**config.mk**
```make
export PLATFORM = sky130hd
export DESIGN_NAME = ib_ram_wr_ctrl
export DESIGN_NICKNAME = d
export VERILOG_FILES = /design/src/rtl/ib_ram_wr_pkg.sv /design/src/rtl/ib_wr_cnt.sv /design/src/rtl/ib_ram_wr_ctrl.sv
export SDC_FILE = /design/constraint.sdc
export NUM_CORES = 1
export LEC_CHECK = 0
export ABC_AREA = 1
export BUFFER_PORTS_ARGS = -buffer_cell sky130_fd_sc_hd__buf_2
export CORE_MARGIN = 2
export CORE_UTILIZATION = 44
export DETAILED_ROUTE_END_ITERATION = 6
export PLACE_DENSITY = 0.73
export SYNTH_ARGS = -nofsm -noshare
export SYNTH_HDL_FRONTEND = slang
export SYNTH_SLANG_ARGS = --single-unit
```
**constraint.sdc**
```tcl
create_clock -name write_clk -period 1.55 [get_ports write_clk]
set_input_delay 0.31 -clock write_clk [delete_from_list [all_inputs] [get_ports write_clk]]
set_output_delay 0.31 -clock write_clk [all_outputs]
set_load 0.01 [all_outputs]
```
**src/rtl/ib_ram_wr_pkg.sv**
```systemverilog
// Shared types and helpers for the IB-LUT RAM write controller.
package ib_ram_wr_pkg;

  typedef enum logic [1:0] {
    ST_IDLE      = 2'b00,
    ST_ROM_FETCH = 2'b01,
    ST_RAM_LOAD  = 2'b10,
    ST_FINISH    = 2'b11
  } wr_state_e;

  localparam logic [1:0] BUSY_IDLE    = 2'b00;
  localparam logic [1:0] BUSY_LOADING = 2'b01;
  localparam logic [1:0] BUSY_FINISH  = 2'b10;

  // Address width that never collapses to zero bits for tiny depths.
  function automatic int clog2_min1(input int value);
    return (value <= 2) ? 1 : $clog2(value);
  endfunction

endpackage

```
**src/rtl/ib_wr_cnt.sv**
```systemverilog
// Generic up-counter with clear, load and terminal-count flag; wraps after TERM.
module ib_wr_cnt #(
  parameter int W    = 4,
  parameter int TERM = 15
) (
  input  logic         clk,
  input  logic         rst,
  input  logic         clr_i,
  input  logic         load_i,
  input  logic [W-1:0] load_val_i,
  input  logic         en_i,
  output logic [W-1:0] cnt_o,
  output logic         tc_o
);

  logic [W-1:0] cnt_q, cnt_d;

  assign tc_o = (cnt_q == W'(TERM));

  always_comb begin
    cnt_d = cnt_q;
    if (clr_i)       cnt_d = '0;
    else if (load_i) cnt_d = load_val_i;
    else if (en_i)   cnt_d = tc_o ? '0 : cnt_q + W'(1);
  end

  // NOTE: state registers use non-blocking assignment so every flop samples pre-edge values.
  always_ff @(posedge clk) begin
    if (rst) cnt_q <= '0;
    else     cnt_q <= cnt_d;
  end

  assign cnt_o = cnt_q;

endmodule

```
**src/rtl/ib_ram_wr_ctrl.sv**
```systemverilog
// IB-LUT RAM write controller: ROM fetch, RAM burst, page commit and iteration count.
// Optional feature macro: IB_WR_ITER_LIMIT_EN (saturating iteration limit).
module ib_ram_wr_ctrl
  import ib_ram_wr_pkg::*;
#(
  parameter int LOAD_CYCLE  = 32,
  parameter int ROM_LATENCY = 2,
  parameter int PAGE_NUM    = 2,
  parameter int ITER_MAX    = 10,
  localparam int ADDR_W     = clog2_min1(LOAD_CYCLE),
  localparam int PAGE_W     = clog2_min1(PAGE_NUM),
  localparam int ITER_W     = $clog2(ITER_MAX + 1)
) (
  input  logic              write_clk,
  input  logic              rst,
  input  logic              iter_rqst,
  input  logic              iter_termination,
  output logic              rom_port_fetch,
  output logic              rom_rst,
  output logic              ram_mux_en,
  output logic              ram_write_en,
  output logic [ADDR_W-1:0] ram_write_addr,
  output logic [PAGE_W-1:0] ram_page_sel,
  output logic              iter_update,
  output logic [1:0]        busy,
  output logic              load_done,
  output logic              load_abort,
  output logic [ITER_W-1:0] iter_cnt,
  output logic              iter_limit,
  output logic [1:0]        state
);

  localparam int FETCH_W = clog2_min1(ROM_LATENCY);

  wr_state_e         state_q, state_d;
  logic              iter_rqst_q;
  logic              rqst_rise;
  logic              fetch_tc, addr_tc;
  logic [FETCH_W-1:0] fetch_cnt;
  logic [PAGE_W-1:0] page_q;
  logic [ITER_W-1:0] iter_cnt_q;
  logic              load_done_q, load_abort_q;
  logic              done_d, abort_d;
  logic              in_load;

  assign rqst_rise = iter_rqst & ~iter_rqst_q;
  assign in_load   = (state_q == ST_ROM_FETCH) || (state_q == ST_RAM_LOAD);
  assign done_d    = (state_q == ST_RAM_LOAD) && addr_tc && !iter_termination;
  assign abort_d   = in_load && iter_termination;

  ib_wr_cnt #(.W(FETCH_W), .TERM(ROM_LATENCY - 1)) u_fetch_cnt (
    .clk        (write_clk),
    .rst        (rst),
    .clr_i      (state_q != ST_ROM_FETCH),
    .load_i     (1'b0),
    .load_val_i ('0),
    .en_i       (state_q == ST_ROM_FETCH),
    .cnt_o      (fetch_cnt),
    .tc_o       (fetch_tc)
  );

  // Cleared on the next-state so the address reads 0 in every cycle outside RAM_LOAD.
  ib_wr_cnt #(.W(ADDR_W), .TERM(LOAD_CYCLE - 1)) u_addr_cnt (
    .clk        (write_clk),
    .rst        (rst),
    .clr_i      (state_d != ST_RAM_LOAD),
    .load_i     (1'b0),
    .load_val_i ('0),
    .en_i       (state_q == ST_RAM_LOAD),
    .cnt_o      (ram_write_addr),
    .tc_o       (addr_tc)
  );

`ifdef IB_WR_ITER_LIMIT_EN
  assign iter_limit = (iter_cnt_q == ITER_W'(ITER_MAX));
`else
  assign iter_limit = 1'b0;
`endif

  // NOTE: every signal written here gets a default first, so no latch can be inferred.
  always_comb begin
    state_d        = state_q;
    rom_port_fetch = 1'b0;
    rom_rst        = 1'b0;
    ram_mux_en     = 1'b0;
    ram_write_en   = 1'b0;
    iter_update    = 1'b0;
    busy           = BUSY_IDLE;
    unique case (state_q)
      ST_IDLE: begin
        rom_rst = 1'b1;
        if (rqst_rise && !iter_termination && !iter_limit) state_d = ST_ROM_FETCH;
      end
      ST_ROM_FETCH: begin
        rom_port_fetch = 1'b1;
        iter_update    = 1'b1;
        busy           = BUSY_LOADING;
        if (iter_termination) state_d = ST_FINISH;
        else if (fetch_tc)    state_d = ST_RAM_LOAD;
      end
      ST_RAM_LOAD: begin
        rom_port_fetch = 1'b1;
        ram_mux_en     = 1'b1;
        ram_write_en   = 1'b1;
        iter_update    = 1'b1;
        busy           = BUSY_LOADING;
        if (iter_termination || addr_tc) state_d = ST_FINISH;
      end
      ST_FINISH: begin
        rom_rst = 1'b1;
        busy    = BUSY_FINISH;
        if (!iter_rqst) state_d = ST_IDLE;
      end
      default: state_d = ST_IDLE;
    endcase
  end

  always_ff @(posedge write_clk) begin
    if (rst) begin
      state_q      <= ST_IDLE;
      iter_rqst_q  <= 1'b0;
      page_q       <= '0;
      iter_cnt_q   <= '0;
      load_done_q  <= 1'b0;
      load_abort_q <= 1'b0;
    end else begin
      state_q      <= state_d;
      iter_rqst_q  <= iter_rqst;
      load_done_q  <= done_d;
      load_abort_q <= abort_d;
      if (done_d) begin
        page_q <= (page_q == PAGE_W'(PAGE_NUM - 1)) ? '0 : page_q + PAGE_W'(1);
`ifdef IB_WR_ITER_LIMIT_EN
        if (!iter_limit) iter_cnt_q <= iter_cnt_q + ITER_W'(1);
`else
        iter_cnt_q <= iter_cnt_q + ITER_W'(1);
`endif
      end
    end
  end

  assign ram_page_sel = page_q;
  assign iter_cnt     = iter_cnt_q;
  assign load_done    = load_done_q;
  assign load_abort   = load_abort_q;
  assign state        = state_q;

endmodule

```
==> Word-level counts from Yosys, hierarchy flattened <==
Index checks and enable logic that the tools add are counted.
{ "word_totals": {"reg_bits": 16, "input_bits": 4, "output_inout_bits": 22, "elab_cells": 45} }
{ "op_classes": {"addsub": 4, "n_eq_ne": 6, "muxes": 13, "n_bitwise": 2, "n_reduce_logical": 12} }
{ "ops": {"columns": ["op", "count"], "rows": [
  ["$mux 2", 5],
  ["$pmux 2 s4", 1],
  ["$reduce_or 2->1", 4],
  ["$add 5x1->5 const B", 1],
  ["$eq 5x5->1 const B", 1],
  ["$mux 1", 5],
  ["$mux 5", 1],
  ["$add 4x1->4 const B", 1],
  ["$eq 2x2->1 const B", 2],
  ["$logic_and 1x1->1", 4],
  ["$pmux 2 s2", 1],
  ["$add 1x1->1 const B", 2],
  ["$eq 2x1->1 const B", 1],
  ["$logic_not 2->1", 1],
  ["$logic_or 1x1->1", 2],
  ["$ne 2x1->1 const B", 1],
  ["$ne 2x2->1 const B", 1],
  ["$and 1x1->1", 1],
  ["$logic_not 1->1", 1],
  ["$not 1->1", 1]
]} }

==> Logic depth before layout (Yosys ltp) <==
Gate-level depths: netlist (run 1).
{ "depth": {"depth_word": 7, "depth_mapped": 10, "mapped_depth_nobuf": 10} }

==> Modules after synthesis <==
A second synthesis (run 1) with hierarchy kept.
{ "unflattened": {"hier_cells": 155, "hier_area_um2": 1026.0} }
{ "by_module_without_submodules": {"columns": ["mod", "instances", "cells_each", "area_per_inst_um2", "seq_area_each_um2"], "rows": [
  ["ib_ram_wr_ctrl", 1, 89, 621.8, 200.2],
  ["ib_wr_cnt at u_addr_cnt", 1, 51, 326.6, 100.1],
  ["ib_wr_cnt at u_fetch_cnt", 1, 15, 77.6, 20.0]
]} }

==> Worst setup path before layout (run 1) <==
Ideal clock, no wire load.
{ "synth_timing": {"kind": "register -> register", "startpoint": "register u_addr_cnt.cnt_q[0] (netlist: u_addr_cnt.cnt_o[0])", "endpoint": "register iter_cnt_q[3] (netlist: iter_cnt[3])", "setup_time_ns": 0.113, "t_arrival_ns": 1.524, "required_time_ns": 1.437, "slack_ns": -0.087, "path_stages_with_launch": 11, "path_buffers": 0, "period_less_slack_ns": 1.637, "path_cell_list": "dfxtp_1 ha_1 and3_1 ha_1 nand2_4 nor2_4 nand2_2 nor3_2 nand2_1 nand2_1 nor2_1"} }
{ "synth_via": {"elab_chain_cells": 3} }
{ "synth_lines": {"columns": ["element", "line", "rtl"], "rows": [
  ["start: declaration", "ib_wr_cnt.sv:16", "logic [W-1:0] cnt_q, cnt_d;"],
  ["start signal: assignment", "ib_wr_cnt.sv:30", "else cnt_q <= cnt_d;"],
  ["$eq 5x5->1", "ib_wr_cnt.sv:18", "assign tc_o = (cnt_q == W'(TERM));"],
  ["$logic_and 1x1->1 (2 in series)", "ib_ram_wr_ctrl.sv:48", "assign done_d = (state_q == ST_RAM_LOAD) && addr_tc && !iter_termination;"],
  ["end signal: assignment", "ib_ram_wr_ctrl.sv:136", "iter_cnt_q <= iter_cnt_q + ITER_W'(1);"],
  ["end: declaration", "ib_ram_wr_ctrl.sv:41", "logic [ITER_W-1:0] iter_cnt_q;"]
]} }
Every way passes these cells.
A chain may end at the register's enable or synchronous reset.

==> Worst setup path in the final report (run 1) <==
{ "layout_timing": {"startpoint": "register u_addr_cnt.cnt_q[0] (netlist: u_addr_cnt.cnt_o[0])", "endpoint": "register u_addr_cnt.cnt_q[1] (netlist: u_addr_cnt.cnt_o[1])"} }
{ "layout_via": {"elab_chain_cells": 6, "elab_cells_between_ends": 8, "classes_between": "1 x add/sub; 2 x eq/ne; 3 x mux; 2 x reduce/logical"} }
{ "layout_lines": {"columns": ["element", "line", "rtl"], "rows": [
  ["$eq 5x5->1", "ib_wr_cnt.sv:18", null],
  ["$logic_or 1x1->1", "ib_ram_wr_ctrl.sv:107", "if (iter_termination || addr_tc) state_d = ST_FINISH;"],
  ["$mux 2", "ib_ram_wr_ctrl.sv:107", null],
  ["$pmux 2 s4", "ib_ram_wr_ctrl.sv:89", "unique case (state_q)"],
  ["$ne 2x2->1", "ib_ram_wr_ctrl.sv:66", ".clr_i (state_d != ST_RAM_LOAD),"],
  ["$reduce_or 2->1 (no source line)", null, null]
]} }
Parallel ways exist; a longest one is shown, timed or not.

==> results of run 1 <==
==> kinds of logic after synthesis <==
logic type | synth area share
adders and majority gates | 0.1010
and+or+nand+nor | 0.2973
muxes | 0.01154
AOI/OAI and AO/OA | 0.09234
buffers and inverters | 0.1140
DFF | 0.3694
xor gates and xnor gates | 0.01010
other | 0.004325
==> state kept, by name (all words and copies together), names as in the netlist <==
signal / cells
u_addr_cnt.cnt_o: 5
u_fetch_cnt.cnt_o: 1
iter_rqst_q: 1
load_done: 1
state: 2
load_abort: 1
iter_cnt: 4
ram_page_sel: 1
==> routing by layer <==
| metal | vias to the layer above | track usage | share of wire | wire length [um] |
|---|---|---|---|---|
| met4 | 0 | 0.05714 | 0.015 | 25 |
| met3 | 4 | 0.03704 | 0.060 | 100 |
| li1 | 405 | - | - | - |
| met2 | 22 | 0.2431 | 0.48 | 810 |
| met5 | - | 0 | 0 | 0 |
| met1 | 356 | 0.1836 | 0.44 | 736 |
==> power groups by stage <==
stage / Clock (mW) / Sequential, mW / Combinational, mW
after floorplan: 0 / 0.505 / 0.525
after global placement: 0 / 0.480 / 0.660
after detailed placement: 0 / 0.479 / 0.661
after CTS: 0.290 / 0.467 / 0.683
after global routing: 0.308 / 0.472 / 0.828
final: 0.275 / 0.470 / 0.745
==> layout by cell type, fill, tap and decap left out, drive strengths merged <==
master and instances:
nor3 3, buf 32, conb 1, and3 1, ha 7, nand2 25
a21oi 7, clkinv 1, xor2 1, inv 14, mux2i 1, nor2 18
nand3 4, o21ai 6, a21boi 1, dfxtp 16, clkbuf 4
==> path summary, 6_finish.rpt <==
path	startpoint	end	slack (ps)	cells after the start
setup reg to reg	u_addr_cnt.cnt_o[0]	u_addr_cnt.cnt_o[1]	60	10
hold reg to reg	ram_page_sel	ram_page_sel	450	1
setup / recovery	u_addr_cnt.cnt_o[0]	u_addr_cnt.cnt_o[1]	60	10
hold / removal	rst	load_done	230	2
==> through the flow <==
step | cells | hold WS [ps] | area, sq um | utilization | total power [mW]
finish | 169 | 227.7 | 1160 | 0.6099 | 1.490
global route | 169 | 217.9 | 1160 | 0.6099 | 1.608
floorplan | 111 | 381.2 | 917.1 | - | 1.029
global placement | 160 | 445.5 | 1052 | 0.5533 | 1.140
detailed placement | 160 | 437.9 | 1052 | 0.5533 | 1.140
CTS | 165 | 216.1 | 1097 | 0.5770 | 1.440
==> area by class of cell <==
class	instances	area (sq um)	share of cell area
clock buffers	4	36.28	0.03128
inverters	15	57.56	0.04962
multi-input cells	75	521.8	0.4498
flip-flops and latches	16	330.3	0.2848
well taps	27	33.78	0.02913
repair buffers	32	180.2	0.1553
==> cells in the mapped netlist, types with 4 or more instances <==
library cell and count:
nand2_1 21, buf_4 4, nor2_2 6, inv_1 12
nor2_1 10, a21oi_1 6, nand3_1 4, ha_1 7
o21ai_1 5, dfxtp_1 16
==> worst max-delay path, delay by kind of cell (launching register included) <==
kind                     cells  cell delay (ps)
adder cells (fa/ha/maj)      2              320
flip-flops                   1              370
AND/OR/NAND/NOR              8              750
==> what timing repair did <==
action | CTS | global route
pin swaps | 0 | 10
cloned | 0 | 0
setup endpoints to repair | 4 | 11
buffers inserted | 1 | 4
hold endpoints to repair | 0 | 0
gates resized for setup | 1 | 7
==> results.toml, run 1 <==
[outcome]
status = "finished, final reports clean"

[floorplanning]
row_count = 16
fp.dieW_um = 48.39
core_area_sq_mm = 0.001902
dieArea_sq_mm = 0.002342
ios = 26
start_util = 0.4559
die_height_um = 48.39

[clock_tree]
cts_tree = "built"
cts-root-buf = "clkbuf_4"
htreeDepth = 1
cts_inserted_buffers = 3
hold_buffers = 0
clockBufferDepth = 2
clock_latency_ps = 280
clock_sinks = 16
clkTransAtPathRegs_ps = 90

[yosys]
synth_ff_type = "dfxtp_1"
ys_async_sr_fraction = 0
syn-num-nets = 122
syn_inst = 111
synth_top_cell_area_share = 0.3694
synth.cell_area_sq_um = 867.1
synthDistinctLibCells = 25
yosysSeqAreaShare = 0.3694
synth_top_cell_by_area = "dfxtp_1"
synth.avg_cell_area_sq_um = 7.812
yosys_warnings = 0
synthTopCellsByArea = "dfxtp_1, ha_1, nand2_1"
synth_edf_count = 0
synth_seq_cells = 16

[timing]
skew_ps = 2.299
rsz0062_at_grt = "true"
setup_viol = 0
fin_crit_ps = 1493
period_share = 0.9635
max_freq_mhz = 669.6
slew_viol_final = 0
tns_ps = 0
layout_setup_ws_ps = 56.53
finalHoldViolCount = 0

[routing]
wl_um = 1672
drc = 0
ant_nets = 0
viasPerCell = 4.657
dr.pass1.iters = 4
via_count = 787
drt_iter0_drc = 8
wl_per_cell_um = 9.893

[finish]
drive_gt1_frac = 0.4648
fin_nets = 154
n_antenna_cell = 0
synthToLayoutAreaGrowth_pct = 33.77
n_fill_cell = 175

[global_routing]
grt_max_degree = 13
grt_pass1_wl_um = 2746
grt.total_usage = 0.1467
grt_overflow = 0
grt_pass1_vias = 672
antenna_found_initial = 0

[setup_path]
path_class = "reg -> reg"
cp_slowest_stage_delay_ps = 370
cp_data_arrival_time_ps = 1720
cp_slowest_cell = "dfxtp_4"
worstPathMaxFanout = 5
start_kind = "register"
critPathRequiredTime_ps = 1780
end_kind = "register"
path_cells = "ha_4, and3_4, ha_4, nand2_4, nand2_2, nand2_2, nand2_2, nor2_4, nand2_4, nor2_2"
crit_top_cell = "nand2_2"

[power_and_ir_drop]
powerDensity_mw_per_mm2 = 1284
p_leak_nw = 0.5891
combPwrFrac = 0.500
p_int_mw = 0.9004
swShare = 0.3955
p_seq_frac = 0.315
ir_drop_mv = 0.9645
switching_power_mw = 0.5891
p_clk_frac = 0.184

[worst_hold_path]
hp-class = "in -> reg"

[flow_run]
drv_cap = 0

[placed_design]
hpwl_um = 1233
io_buffer_count = 24
gp_congestion = 0.8025
dp_slack_ps = 17.24
(Power assumes the default switching activity.)
==> run 2: changes to the inputs <==
--- a/config.mk
+++ b/config.mk
@@ -8,9 +8,10 @@
 export ABC_AREA = 1
 export BUFFER_PORTS_ARGS = -buffer_cell sky130_fd_sc_hd__buf_2
 export CORE_MARGIN = 2
-export CORE_UTILIZATION = 44
+export CORE_UTILIZATION = 46
 export DETAILED_ROUTE_END_ITERATION = 6
 export PLACE_DENSITY = 0.73
 export SYNTH_ARGS = -nofsm -noshare
 export SYNTH_HDL_FRONTEND = slang
+export SYNTH_HIERARCHICAL = 1
 export SYNTH_SLANG_ARGS = --single-unit
==> results.toml, run 2 <==
[outcome]
status = "finished with violations"
failed_checks = "setup timing"

[flow_run]
drv_cap = 0

[timing]
max_freq_mhz = 641.8
slew_viol_final = 0
finalHoldViolCount = 0
fin_crit_ps = 1558
layout_setup_ws_ps = -8.202
timing.hold.ws_ps = 293.7
skew_ps = 2.090
period_share = 1.005
setup_viol = 1
rsz0062_at_grt = "true"

[setup_path]
worstPathMaxFanout = 3
cp_data_arrival_time_ps = 1780
crit_start = "u_addr_cnt/cnt_o[0]"
critPathTopFamily = "simple AND/OR/NAND/NOR gates"
end_kind = "register"
reg2reg_depth = 13
start_kind = "register"
rrSetupSlack_ps = -8
cp_slowest_cell = "dfxtp_4"
worst_setup_path_endpoint = "u_addr_cnt/cnt_o[0]"
crit_cells = 13
r2r-end = "u_addr_cnt/cnt_o[0]"
path_cells = "ha_4, nand2_2, nor2_2, ha_2, inv_2, nand2_1, a21oi_1, nand2_1, nand2_2, nand2_2, nor2_4, inv_2, a31oi_1"
cp_slowest_stage_delay_ps = 360
crit_top_cell = "nand2_2"
path_class = "reg -> reg"
critPathRequiredTime_ps = 1770
path_buf_inv = 2
rr_startpoint = "u_addr_cnt/cnt_o[0]"

[yosys]
synth.cell_area_sq_mm = 0.001026
ys_async_sr_fraction = 0
synthDistinctLibCells = 25
syn_inst = 155
synth_fa_ha_area_frac = 0.08537
synthTopCellsByArea = "dfxtp_1, nand2_1, ha_1"
synth-xor-area-share = 0.008537
synth_top_cell_area_share = 0.3122
synth_compound_area_frac = 0.08049
synth.most_common_cell = "nand2_1"
synth_edf_count = 0
synth_top_family_by_area = "simple AND/OR/NAND/NOR gates"
synth.avg_cell_area_sq_um = 6.619
yosysSeqAreaShare = 0.3122
synth_ff_type = "dfxtp_1"
synth_top_cell_by_area = "dfxtp_1"
yosys.area_share.simple = 0.3610
synth_common_cells = "nand2_1, inv_1, dfxtp_1, nor2_1, nand3_1"
muxShareOfSynthArea = 0
yosys_warnings = 6
synth_seq_cells = 16

[routing]
wl_per_cell_um = 10.08
ant_nets = 0
viasPerCell = 4.502
dr.pass1.iters = 4
drt_iter0_drc = 13
via_count = 1022
drc = 0
wl_um = 2288

[placed_design]
gp_congestion = 0.9232
io_buffer_count = 24
dp_slack_ps = -33.91
hpwl_um = 1739

[finish]
regArea_sq_um = 330.3
final_cell_mix = "nand2_1, buf_2, inv_1"
fin_nets = 211
n_fill_cell = 198
multi_input_area_sq_um = 649.4
largest_reg_flops = 5
drive_gt1_frac = 0.3869
n_antenna_cell = 0
synthToLayoutAreaGrowth_pct = 35.49
mostFrequentLayoutCell = "nand2_1"
fin_util = 0.6407

[worst_hold_path]
hp-start = "iter_rqst"
whs_path_depth = 3
hp-class = "in -> reg"

[clock_tree]
htreeDepth = 1
cts-root-buf = "clkbuf_4"
clkTransAtPathRegs_ps = 90
clockBufferDepth = 2
cts_tree = "built"
clock_sinks = 16
cts_inserted_buffers = 3
clock_latency_ps = 290

[floorplanning]
dieArea_sq_mm = 0.002624
row_count = 17
fp.dieW_um = 51.23
die_height_um = 51.23
ios = 26
start_util = 0.4729
core_area_sq_mm = 0.002170

[global_routing]
grt_max_degree = 10
grt.total_usage = 0.1930
antenna_found_initial = 0
grt_pass1_wl_um = 3815
grt_pass1_vias = 884
grt_overflow = 0

[power_and_ir_drop]
powerDensity_mw_per_mm2 = 1445
p_leak_nw = 0.7208
ir_drop_mv = 0.9079
total_power_mw = 2.009
-- run 2: cell type report --
| type | instances | share of cell area |
|---|---|---|
| Tap cell | 28 | 0.02520 |
| Timing Repair Buffer | 38 | 0.1674 |
| Clock buffer | 4 | 0.02610 |
| Multi-Input combinational cell | 114 | 0.4671 |
| Sequential cell | 16 | 0.2376 |
| Inverter | 27 | 0.07651 |
-- run 2: worst min-delay path by stage --
stage / end
final: iter_rqst_q
after global routing: iter_rqst_q
after CTS: iter_rqst_q
after detailed placement: ram_page_sel
after global placement: ram_page_sel
after floorplan: state[0]
-- run 2: layer usage --
layer / global-route usage / vias to the layer above / share of wire
met5: 0 / - / 0
met4: 0.03947 / 0 / 0.0052
met3: 0.06140 / 2 / 0.060
met2: 0.3333 / 31 / 0.47
met1: 0.2354 / 442 / 0.46
li1: - / 547 / -
-- run 2: logic make-up after synthesis --
family | Yosys count
flip-flops | 16
adder cells (fa/ha/maj) | 7
XOR/XNOR | 1
buffers and inverters | 33
other | 1
AO/OA/AOI/OAI | 12
AND/OR/NAND/NOR | 85
-- run 2: repair_timing --
item | 4_1_cts | 5_1_grt
pin swaps | 4 | 2
hold buffers | 0 | 0
gates resized for setup | 7 | 11
buffers inserted | 2 | 4
setup endpoints to repair | 8 | 14
-- run 2: power by group --
group	internal (mW)	switching, mW	leakage (nW)
registers	0.469	0.0491	0.132
logic	0.571	0.642	0.568
clock network	0.143	0.135	0.0210
-- run 2: worst register-to-register path, delay by kind of cell (launching register included) --
family                     cells  cell delay [ps]
AOI/OAI and AO/OA              2              230
adders and majority gates      2              340
buffers and inverters          2              110
DFF                            1              360
and+or+nand+nor                7              460
-- run 2: per-stage QoR --
step | cells | area, sq um | TNS, ps
2_1_floorplan | 163 | 1085 | -24.50
3_3_place_gp | 217 | 1251 | -8.906
3_5_place_dp | 217 | 1251 | -33.91
4_1_cts | 223 | 1340 | -24.14
5_1_grt | 227 | 1390 | -194.6
6_report | 227 | 1390 | -8.202
